### config.mk
export PLATFORM = sky130hd
export DESIGN_NAME = uart_bridge_ctrl
export DESIGN_NICKNAME = d
export VERILOG_FILES = /design/src/rtl/uart_bridge_ctrl.sv
export SDC_FILE = /design/constraint.sdc
export NUM_CORES = 1
export LEC_CHECK = 0
export CORE_MARGIN = 2
export CORE_UTILIZATION = 30
export CTS_BUF_LIST = sky130_fd_sc_hd__clkbuf_2 sky130_fd_sc_hd__clkbuf_4 sky130_fd_sc_hd__clkbuf_8
export DETAILED_ROUTE_END_ITERATION = 8
export DONT_BUFFER_PORTS = 1
export HOLD_SLACK_MARGIN = 0.1
export SETUP_SLACK_MARGIN = 0.4
export SYNTH_ARGS = -nofsm -noshare
export SYNTH_HDL_FRONTEND = slang
export SYNTH_SLANG_ARGS = --single-unit
### constraint.sdc
create_clock -name clk50MHz -period 2.4 [get_ports clk50MHz]
set_input_delay 0.72 -clock clk50MHz [delete_from_list [all_inputs] [get_ports clk50MHz]]
set_output_delay 0.72 -clock clk50MHz [all_outputs]
set_load 0.03 [all_outputs]
### src/rtl/uart_bridge_ctrl.sv
// Byte-to-word bridge between a byte UART core and a word-addressed register port.
// Command byte (bit7 = write), then D_BYTES data bytes LSB-first; reads reply LSB-first.
module uart_bridge_ctrl #(
  parameter int unsigned D_BYTES        = 4,
  parameter int unsigned A_WIDTH        = 7,
  parameter int unsigned TIMEOUT_CYCLES = 104166,
  parameter bit          WR_ACK_EN      = 1'b1,
  parameter logic [7:0]  ACK_BYTE       = 8'hA5
) (
  input  logic                   clk50MHz,
  input  logic                   rst_n,
  input  logic                   rx_valid,
  input  logic [7:0]             rx_data,
  input  logic                   tx_busy,
  output logic                   tx_valid,
  output logic [7:0]             tx_data,
  output logic [A_WIDTH-1:0]     if_addr_out,
  output logic [8*D_BYTES-1:0]   if_data_out,
  output logic                   if_wr_valid,
  output logic                   if_rd_req,
  input  logic                   if_rd_ack,
  input  logic [8*D_BYTES-1:0]   if_data_in,
  output logic                   frame_err
);

  localparam int unsigned DW = 8 * D_BYTES;
  localparam int unsigned IW = (D_BYTES > 1) ? $clog2(D_BYTES) : 1;
  localparam int unsigned CW = $clog2(TIMEOUT_CYCLES);
  localparam logic [IW-1:0] LAST_IDX = IW'(D_BYTES - 1);
  localparam logic [CW-1:0] CNT_MAX  = CW'(TIMEOUT_CYCLES - 1);

  typedef enum logic [2:0] {
    IDLE, WR_DATA, WR_COMMIT, RD_REQ, TX_ISSUE, TX_WAIT_HI, TX_WAIT_LO
  } state_t;

  state_t          state;
  logic [IW-1:0]   idx;
  logic [IW-1:0]   tx_last;
  logic            tx_ack;
  logic [CW-1:0]   cnt;
  logic [1:0]      hi_cnt;
  logic [DW-1:0]   shadow;
  logic [DW-1:0]   rd_word;
  logic [7:0]      rd_lane;

  always_comb begin
    rd_lane = '0;
    for (int unsigned i = 0; i < D_BYTES; i++) begin
      if (idx == IW'(i)) rd_lane = rd_word[8*i +: 8];
    end
  end

  always_ff @(posedge clk50MHz) begin
    if (!rst_n) begin
      state       <= IDLE;
      idx         <= '0;
      tx_last     <= '0;
      tx_ack      <= 1'b0;
      cnt         <= '0;
      hi_cnt      <= '0;
      shadow      <= '0;
      rd_word     <= '0;
      tx_valid    <= 1'b0;
      tx_data     <= '0;
      if_addr_out <= '0;
      if_data_out <= '0;
      if_wr_valid <= 1'b0;
      if_rd_req   <= 1'b0;
      frame_err   <= 1'b0;
    end else begin
      tx_valid    <= 1'b0;
      if_wr_valid <= 1'b0;
      // Bytes arriving while busy with a frame are dropped and flagged.
      frame_err   <= rx_valid && (state != IDLE) && (state != WR_DATA);

      unique case (state)
        IDLE: begin
          if (rx_valid) begin
            if_addr_out <= rx_data[A_WIDTH-1:0];
            idx         <= '0;
            cnt         <= '0;
            state       <= rx_data[7] ? WR_DATA : RD_REQ;
          end
        end

        WR_DATA: begin
          if (rx_valid) begin
            for (int unsigned i = 0; i < D_BYTES; i++) begin
              if (idx == IW'(i)) shadow[8*i +: 8] <= rx_data;
            end
            cnt <= '0;
            if (idx == LAST_IDX) state <= WR_COMMIT;
            else                 idx   <= idx + 1'b1;
          end else if (cnt == CNT_MAX) begin
            state     <= IDLE;
            frame_err <= 1'b1;
            shadow    <= '0;
            cnt       <= '0;
          end else begin
            cnt <= cnt + 1'b1;
          end
        end

        WR_COMMIT: begin
          if_data_out <= shadow;
          if_wr_valid <= 1'b1;
          idx         <= '0;
          tx_ack      <= 1'b1;
          tx_last     <= '0;
          state       <= WR_ACK_EN ? TX_ISSUE : IDLE;
        end

        RD_REQ: begin
          if (if_rd_ack) begin
            rd_word   <= if_data_in;
            if_rd_req <= 1'b0;
            idx       <= '0;
            tx_ack    <= 1'b0;
            tx_last   <= LAST_IDX;
            state     <= TX_ISSUE;
          end else begin
            if_rd_req <= 1'b1;
          end
        end

        TX_ISSUE: begin
          if (!tx_busy) begin
            tx_valid <= 1'b1;
            tx_data  <= tx_ack ? ACK_BYTE : rd_lane;
            hi_cnt   <= '0;
            state    <= TX_WAIT_HI;
          end
        end

        TX_WAIT_HI: begin
          // A transmitter that never raises busy within 2 cycles is taken to have sent the byte.
          if (tx_busy) begin
            state <= TX_WAIT_LO;
          end else if (hi_cnt == 2'd2) begin
            if (idx == tx_last) state <= IDLE;
            else begin
              idx   <= idx + 1'b1;
              state <= TX_ISSUE;
            end
          end else begin
            hi_cnt <= hi_cnt + 1'b1;
          end
        end

        TX_WAIT_LO: begin
          if (!tx_busy) begin
            if (idx == tx_last) state <= IDLE;
            else begin
              idx   <= idx + 1'b1;
              state <= TX_ISSUE;
            end
          end
        end

        default: state <= IDLE;
      endcase
    end
  end

endmodule

==> summary.md, run 1 <==
| Metric | Value |
|---|---|
| Status | `finished, final reports clean` |
| CTS Buf Count | `17` |
| Slew headroom | `0.6501` |
| Die height | `146.2 um` |
| Data required, critical path | `2.73 ns` |
| Largest net degree at the start of global routing | `145` |
| Chip width | `146.2 um` |
| Largest vdd supply drop | `348.5 uV` |
| Final Hold Vio Count | `0` |
| Vias | `4713` |
| Synth-to-Final Area Change | `11.08%` |
| Worst reg-to-reg setup slack | `0.49 ns` |
| CTS H-tree depth | `4` |
| Xor and xnor area share after synthesis | `0.002888` |
| Ant. Diodes | `0` |
| Period minus WS final | `1.908 ns` |
| Post-synth ARST share | `0` |
| Setup_tns | `0 ns` |
| Period utilization | `0.7951` |
| Final wirelength | `14510 um` |
| Global-route wire length before repair | `23710 um` |
| Largest family of logic cells by synthesized area | `simple AND/OR/NAND/NOR gates` |
| Mapped Area | `6066 sq um` |
| CTS root buf | `clkbuf_8` |
| Vias in the first global route | `4478` |
| GRT overflow | `0` |
| Reg area | `2830 sq um` |
| Slew Limit Fails | `0` |
| Boundary Pins | `96` |
| Mux cell area share after synthesis | `0.03321` |
| Synth area leader | `dfxtp_1` |
| Combinational power share | `0.187` |
| Max-Cap Viols | `0` |
| Wl on met1 | `6770 um` |
| Most frequent cells in the layout | `nand2_1, dfxtp_1, a21boi_0` |
| Antenna-violating nets left | `0` |
| Synth unique cells | `56` |
| Initial antenna violation count | `0` |
| Peak fanout along the critical path | `11` |
| Worst-Skew Late Latency | `0.44 ns` |
| Most common cell after layout, fill and taps aside | `nand2_1` |
| RSZ-0062 raised after global routing | `no` |
| EDFF count, synth | `0` |
| Max layer used | `met4` |
| Post-synthesis adder-cell area fraction | `0.01444` |
| DR iter-0 viols | `231` |
| RePlAce Congestion | `0.8072` |
| First-pass DRT Iterations | `4` |
| Seq/Total Area, Yosys | `0.4653` |
| Routed wl met3 | `1010 um` |
| Nets | `753` |
| Post-synth top area share | `0.4653` |
| CTS tree | `yes` |
| Fillers | `2167` |
| Worst setup EP type | `register` |
| Met2 wire length | `6609 um` |
| Site Rows | `52` |
| Syn Inst Count | `711` |
| Int Pwr | `3.722 mW` |
| Switching power | `1.732 mW` |
| Flop pwr share | `0.494` |
| Synthesis warning total | `0` |
| Synth Register Bits | `141` |
| Setup CP Type | `reg -> reg` |
| Synth top area cells | `dfxtp_1, nand2_1, a21boi_0, nand3_1, o21ai_0` |
| Design area | `6738 sq um` |
| Buffers on Ports | `0` |
| DP HPWL | `10040 um` |
| Simple-Gate Fraction of Synth Area | `0.2473` |
| Post-route DRC | `0` |
| Reg clk slew, reported paths | `0.07 ns` |
| CP Launch Type | `register` |
| Syn Area/Cell | `8.531 sq um` |
| Compound-Gate Fraction of Synth Area | `0.1933` |
| Total track usage | `0.1379` |
| Maximum root-to-sink buffer count | `2` |
| Dpl cell area | `6300 sq um` |
| Avg WL per Cell | `14.78 um` |
| Syn_nets | `763` |
| Footprint of the multi-input gates | `3005 sq um` |
| Die ar. | `21370 sq um` |
| Crit path DAT | `2.23 ns` |
| Final setup fails | `0` |
| Net Sw Frac | `0.3175` |
| Worst clock skew | `0.01390 ns` |
| F_max | `0.5241 GHz` |
| Core area | `20040 sq um` |
| HP Class | `in -> reg` |
| Power per cell area | `809.5 nW/um^2` |
| P_leak | `2.280 nW` |
| Clock share of power | `0.319` |
| Slew @ Worst Pin | `0.5214 ns` |
| Clock Sinks | `141` |
| Vias per cell | `4.799` |
| Prevailing post-synth register cell | `dfxtp_1` |
| Initial Util | `0.3027` |
| Share of cells above drive strength 1 | `0.1081` |
## registers in the layout, summed over array words and instances (netlist names)
register     count
tx_valid         1
frame_err        1
rd_word         32
hi_cnt           2
cnt             17
tx_data          8
if_addr_out      7
idx              2
shadow          32
state            3
if_data_out     32
tx_last          1
if_wr_valid      1
tx_ack           1
if_rd_req        1
## cells in the mapped netlist (7+ instances only)
library cell,instances
inv_1,9
clkbuf_1,40
a21oi_1,21
o21ai_1,12
nand3_1,41
dfxtp_1,141
ha_1,7
a31oi_1,10
nand3b_1,9
and3_1,8
mux2i_1,19
nor2b_1,13
nand2_1,171
nor2_1,16
nor3_1,7
a21boi_0,67
o21ai_0,40
and2_1,7
## worst max-delay path: stages, from the launching register on
cell     delay (ns)
dfxtp_1        0.36
or4b_4         0.54
nor4_4         0.18
or2_1          0.36
o21ai_1        0.10
mux2_4         0.26
## what timing repair did
item,CTS,global route
pin swaps,0,4
buffers inserted,3,2
cloned,0,0
setup endpoints to repair,14,59
gates resized for setup,4,9
hold buffers,0,0
## cell families (layout without fill, tap and decap cells)
logic type               Yosys count  count (layout)
AND/OR/NAND/NOR                  308             308
AO/OA/AOI/OAI                    174             174
flip-flops                       141             141
buffers and inverters             59              60
multiplexers                      20              20
adder cells (fa/ha/maj)            7               7
XOR/XNOR                           2               2
## final cells by class
type / count / share of cell area
inverter: 10 / 0.005571
sequential: 141 / 0.4201
tap: 270 / 0.05014
clock inverter: 10 / 0.01393
timing repair buffer: 20 / 0.02526
multi-input combinational: 511 / 0.4461
clock buffer: 20 / 0.03900
## routing by layer
layer	vias up	GRT usage
li1	2422	-
met1	2206	0.1739
met2	74	0.2160
met3	11	0.05875
met4	0	0.03932
met5	-	0
## final timing paths
kind / startpoint / endpoint / cells after the start
max reg2reg: cnt[11] / cnt[16] / 5
min: rst_n / hi_cnt[1] / 1
min reg2reg: shadow[2] / shadow[2] / 2
max: cnt[11] / cnt[16] / 5
## power groups by stage
stage	Sequential [mW]	Clock (mW)	Combinational [mW]
5_1_grt	2.72	1.88	1.14
4_1_cts	2.69	1.81	1.02
3_5_place_dp	2.74	0	1.01
6_report	2.69	1.74	1.02
3_3_place_gp	2.74	0	1.00
2_1_floorplan	2.67	0	0.831
## metrics by stage
stage          worst slack (ns)  power (mW)  instances  hold slack [ns]    util
6_report                 0.4919       5.454        982           0.4142  0.3362
5_1_grt                  0.3797       5.744        982           0.3982  0.3362
4_1_cts                  0.4080       5.513        980           0.3797  0.3337
3_5_place_dp             0.3581       3.751        947           0.4507  0.3144
3_3_place_gp             0.3574       3.744        947           0.4430  0.3144
2_1_floorplan            0.3301       3.499        711           0.4350       -
(Power assumes the default switching activity.)
==> run 2, diff against run 1 <==
==> constraint.sdc (replaced) <==
create_clock -name clk50MHz -period 1.6 [get_ports clk50MHz]
set_input_delay 0.48 -clock clk50MHz [delete_from_list [all_inputs] [get_ports clk50MHz]]
set_output_delay 0.48 -clock clk50MHz [all_outputs]
set_load 0.03 [all_outputs]
==> summary.md, run 2 (same netlist as run 1, synthesis figures left out) <==
| Metric | Value |
|---|---|
| First-pass DRT Iterations | `4` |
| Clock share of power | `0.270` |
| CTS Buf Count | `17` |
| Layout Cells excl Fill | `1095` |
| Initial Util | `0.3027` |
| GRT overflow | `0` |
| Avg WL per Cell | `16.58 um` |
| Core area | `20040 sq um` |
| Combinational power share | `0.361` |
| Global-route wire length before repair | `28150 um` |
| Slew Limit Fails | `0` |
| Most common cell after layout, fill and taps aside | `nand2_1` |
| HP Class | `in -> reg` |
| Chip width | `146.2 um` |
| DR iter-0 viols | `306` |
| Total track usage | `0.1655` |
| Status | `complete, but fails checks` |
| Vias | `5427` |
| Net Sw Frac | `0.3424` |
| Vias per cell | `4.956` |
| RePlAce Congestion | `0.7938` |
| Worst reg-to-reg setup slack | `-0.24 ns` |
| Leading registers by flop count | `if_data_out (32), rd_word (32), shadow (32)` |
| Buffers on Ports | `0` |
| F_max | `0.5447 GHz` |
| CTS tree | `yes` |
| Hold depth | `2` |
| Slew headroom | `0.6797` |
| Reg clk slew, reported paths | `0.09 ns` |
| Worst-Skew Late Latency | `0.46 ns` |
| Critical Path Max Stage Delay | `0.54 ns` |
| Data required, critical path | `1.93 ns` |
| Die ar. | `21370 sq um` |
| Period utilization | `1.147` |
| Post-route DRC | `0` |
| P_leak | `3.726 nW` |
| Placed cell count | `1010` |
| Worst setup EP type | `register` |
| Reg2Reg Depth | `7` |
| Dpl cell area | `6904 sq um` |
| Final Hold Vio Count | `0` |
| Most frequent cells in the layout | `nand2_1, dfxtp_1, buf_4` |
| Die height | `146.2 um` |
| Power per cell area | `1174 nW/um^2` |
| CTS root buf | `clkbuf_8` |
| Share of cells above drive strength 1 | `0.4667` |
| Final wirelength | `18150 um` |
| Setup CP Type | `reg -> reg` |
| Switching power | `3.683 mW` |
| Crit-path cells | `or4b_4 -> nor4_4 -> buf_6 -> buf_6 -> a22oi_4 -> nand3_1 -> o21ai_1` |
| Ant. Diodes | `0` |
| Design area | `9164 sq um` |
| Worst clock skew | `0.01527 ns` |
| Initial antenna violation count | `0` |
| Setup ws final | `-0.2360 ns` |
| RSZ-0062 raised after global routing | `yes` |
| Clock Sinks | `141` |
| Crit Reg-Reg Startpoint | `cnt[3]` |
| CP dominant cell by count | `buf_6` |
| Boundary Pins | `96` |
| Int Pwr | `7.075 mW` |
| CTS H-tree depth | `4` |
| Slew @ Worst Pin | `0.4805 ns` |
| Failing checks | `setup timing` |
| Flop pwr share | `0.369` |
| Largest vdd supply drop | `555.1 uV` |
| Nets | `864` |
| Vias in the first global route | `5250` |
| DP HPWL | `10640 um` |
| Slowest cell on crit path | `or4b_4` |
| Site Rows | `52` |
| Peak fanout along the critical path | `8` |
| Period minus WS final | `1.836 ns` |
| Crit path DAT | `2.16 ns` |
| Max-Cap Viols | `0` |
| Finished Core Util | `0.4573` |
| Maximum root-to-sink buffer count | `2` |
| Antenna-violating nets left | `0` |
| Synth-to-Final Area Change | `51.07%` |
| Final setup fails | `57` |
| Hold EP | `rd_word[28]` |
| CP Launch Type | `register` |
| Hold Path Origin | `if_data_in[28]` |
| Largest net degree at the start of global routing | `145` |
| Reg2reg end | `shadow[10]` |
## run 2: cell count changes in the layout (fill, tap and decap cells not counted), moves of 20 or more
cell      previous run  this run
dfxtp_1            135        83
a21boi_0            67         0
nand2_2              0        20
o21ai_1             13        43
nand2_1            171        99
o21ai_0             39         8
buf_4               17        71
dfxtp_4              0        54
a21boi_1             0        32
a21boi_2             0        35
buf_6                2        24
nand2_4              1        52
## run 2: worst max path at each step
stage,from,end,slack (ns),depth (start not counted)
finish,cnt[3],shadow[10],-0.24,7
global route,cnt[3],shadow[10],-0.34,7
CTS,cnt[3],cnt[13],-0.23,6
detailed placement,cnt[3],shadow[16],-0.39,6
global placement,cnt[3],shadow[19],-0.37,6
floorplan,cnt[3],state[0],-0.26,6
## run 2: repair_timing
action,in CTS,in global routing
pin swaps,54,67
resized for setup,303,133
setup endpoints to repair,191,191
endpoints found under the hold margin,8,1
buffers inserted,23,8
hold buffers,8,1
cloned,11,2
## run 2: area by class of cell
type | instances | area (sq um)
repair buffers | 128 | 1439
clock inverters | 14 | 153.9
inverters | 10 | 40.04
well taps | 270 | 337.8
clock buffers | 18 | 247.7
flip-flops and latches | 141 | 3030
fillers | 1900 | 10880
multi-input cells | 514 | 3915
## run 2: worst max-delay path, delay by kind of cell (launching register included)
family                 cells  cell delay (ns)
buffers and inverters      2             0.30
AO/OA/AOI/OAI              2             0.19
AND/OR/NAND/NOR            3             0.90
flip-flops                 1             0.33
## run 2: per-layer routing
metal  share of wire  track usage
met2            0.49       0.2693
met1            0.42       0.2034
met4           0.022      0.05388
met5               0            0
met3           0.070      0.06156
## run 2: power by group through the flow
| stage | clock network (mW) | registers [mW] | logic [mW] |
|---|---|---|---|
| 5_1_grt | 3.13 | 4.00 | 4.11 |
| 2_1_floorplan | 0 | 4.00 | 1.38 |
| 3_5_place_dp | 0 | 4.04 | 2.09 |
| 4_1_cts | 3.00 | 3.96 | 3.35 |
| 6_report | 2.90 | 3.97 | 3.88 |
| 3_3_place_gp | 0 | 4.04 | 2.08 |
## run 2: through the flow
stage	TNS [ns]	setup slack, ns	power [mW]	hold slack [ns]
floorplan	-8.898	-0.2555	5.385	0.4350
global placement	-13.28	-0.3670	6.122	0.4475
detailed placement	-14.27	-0.3903	6.133	0.4522
CTS	-9.174	-0.2331	10.31	0.1002
global route	-14.56	-0.3407	11.24	0.1070
finish	-9.094	-0.2360	10.76	0.1316
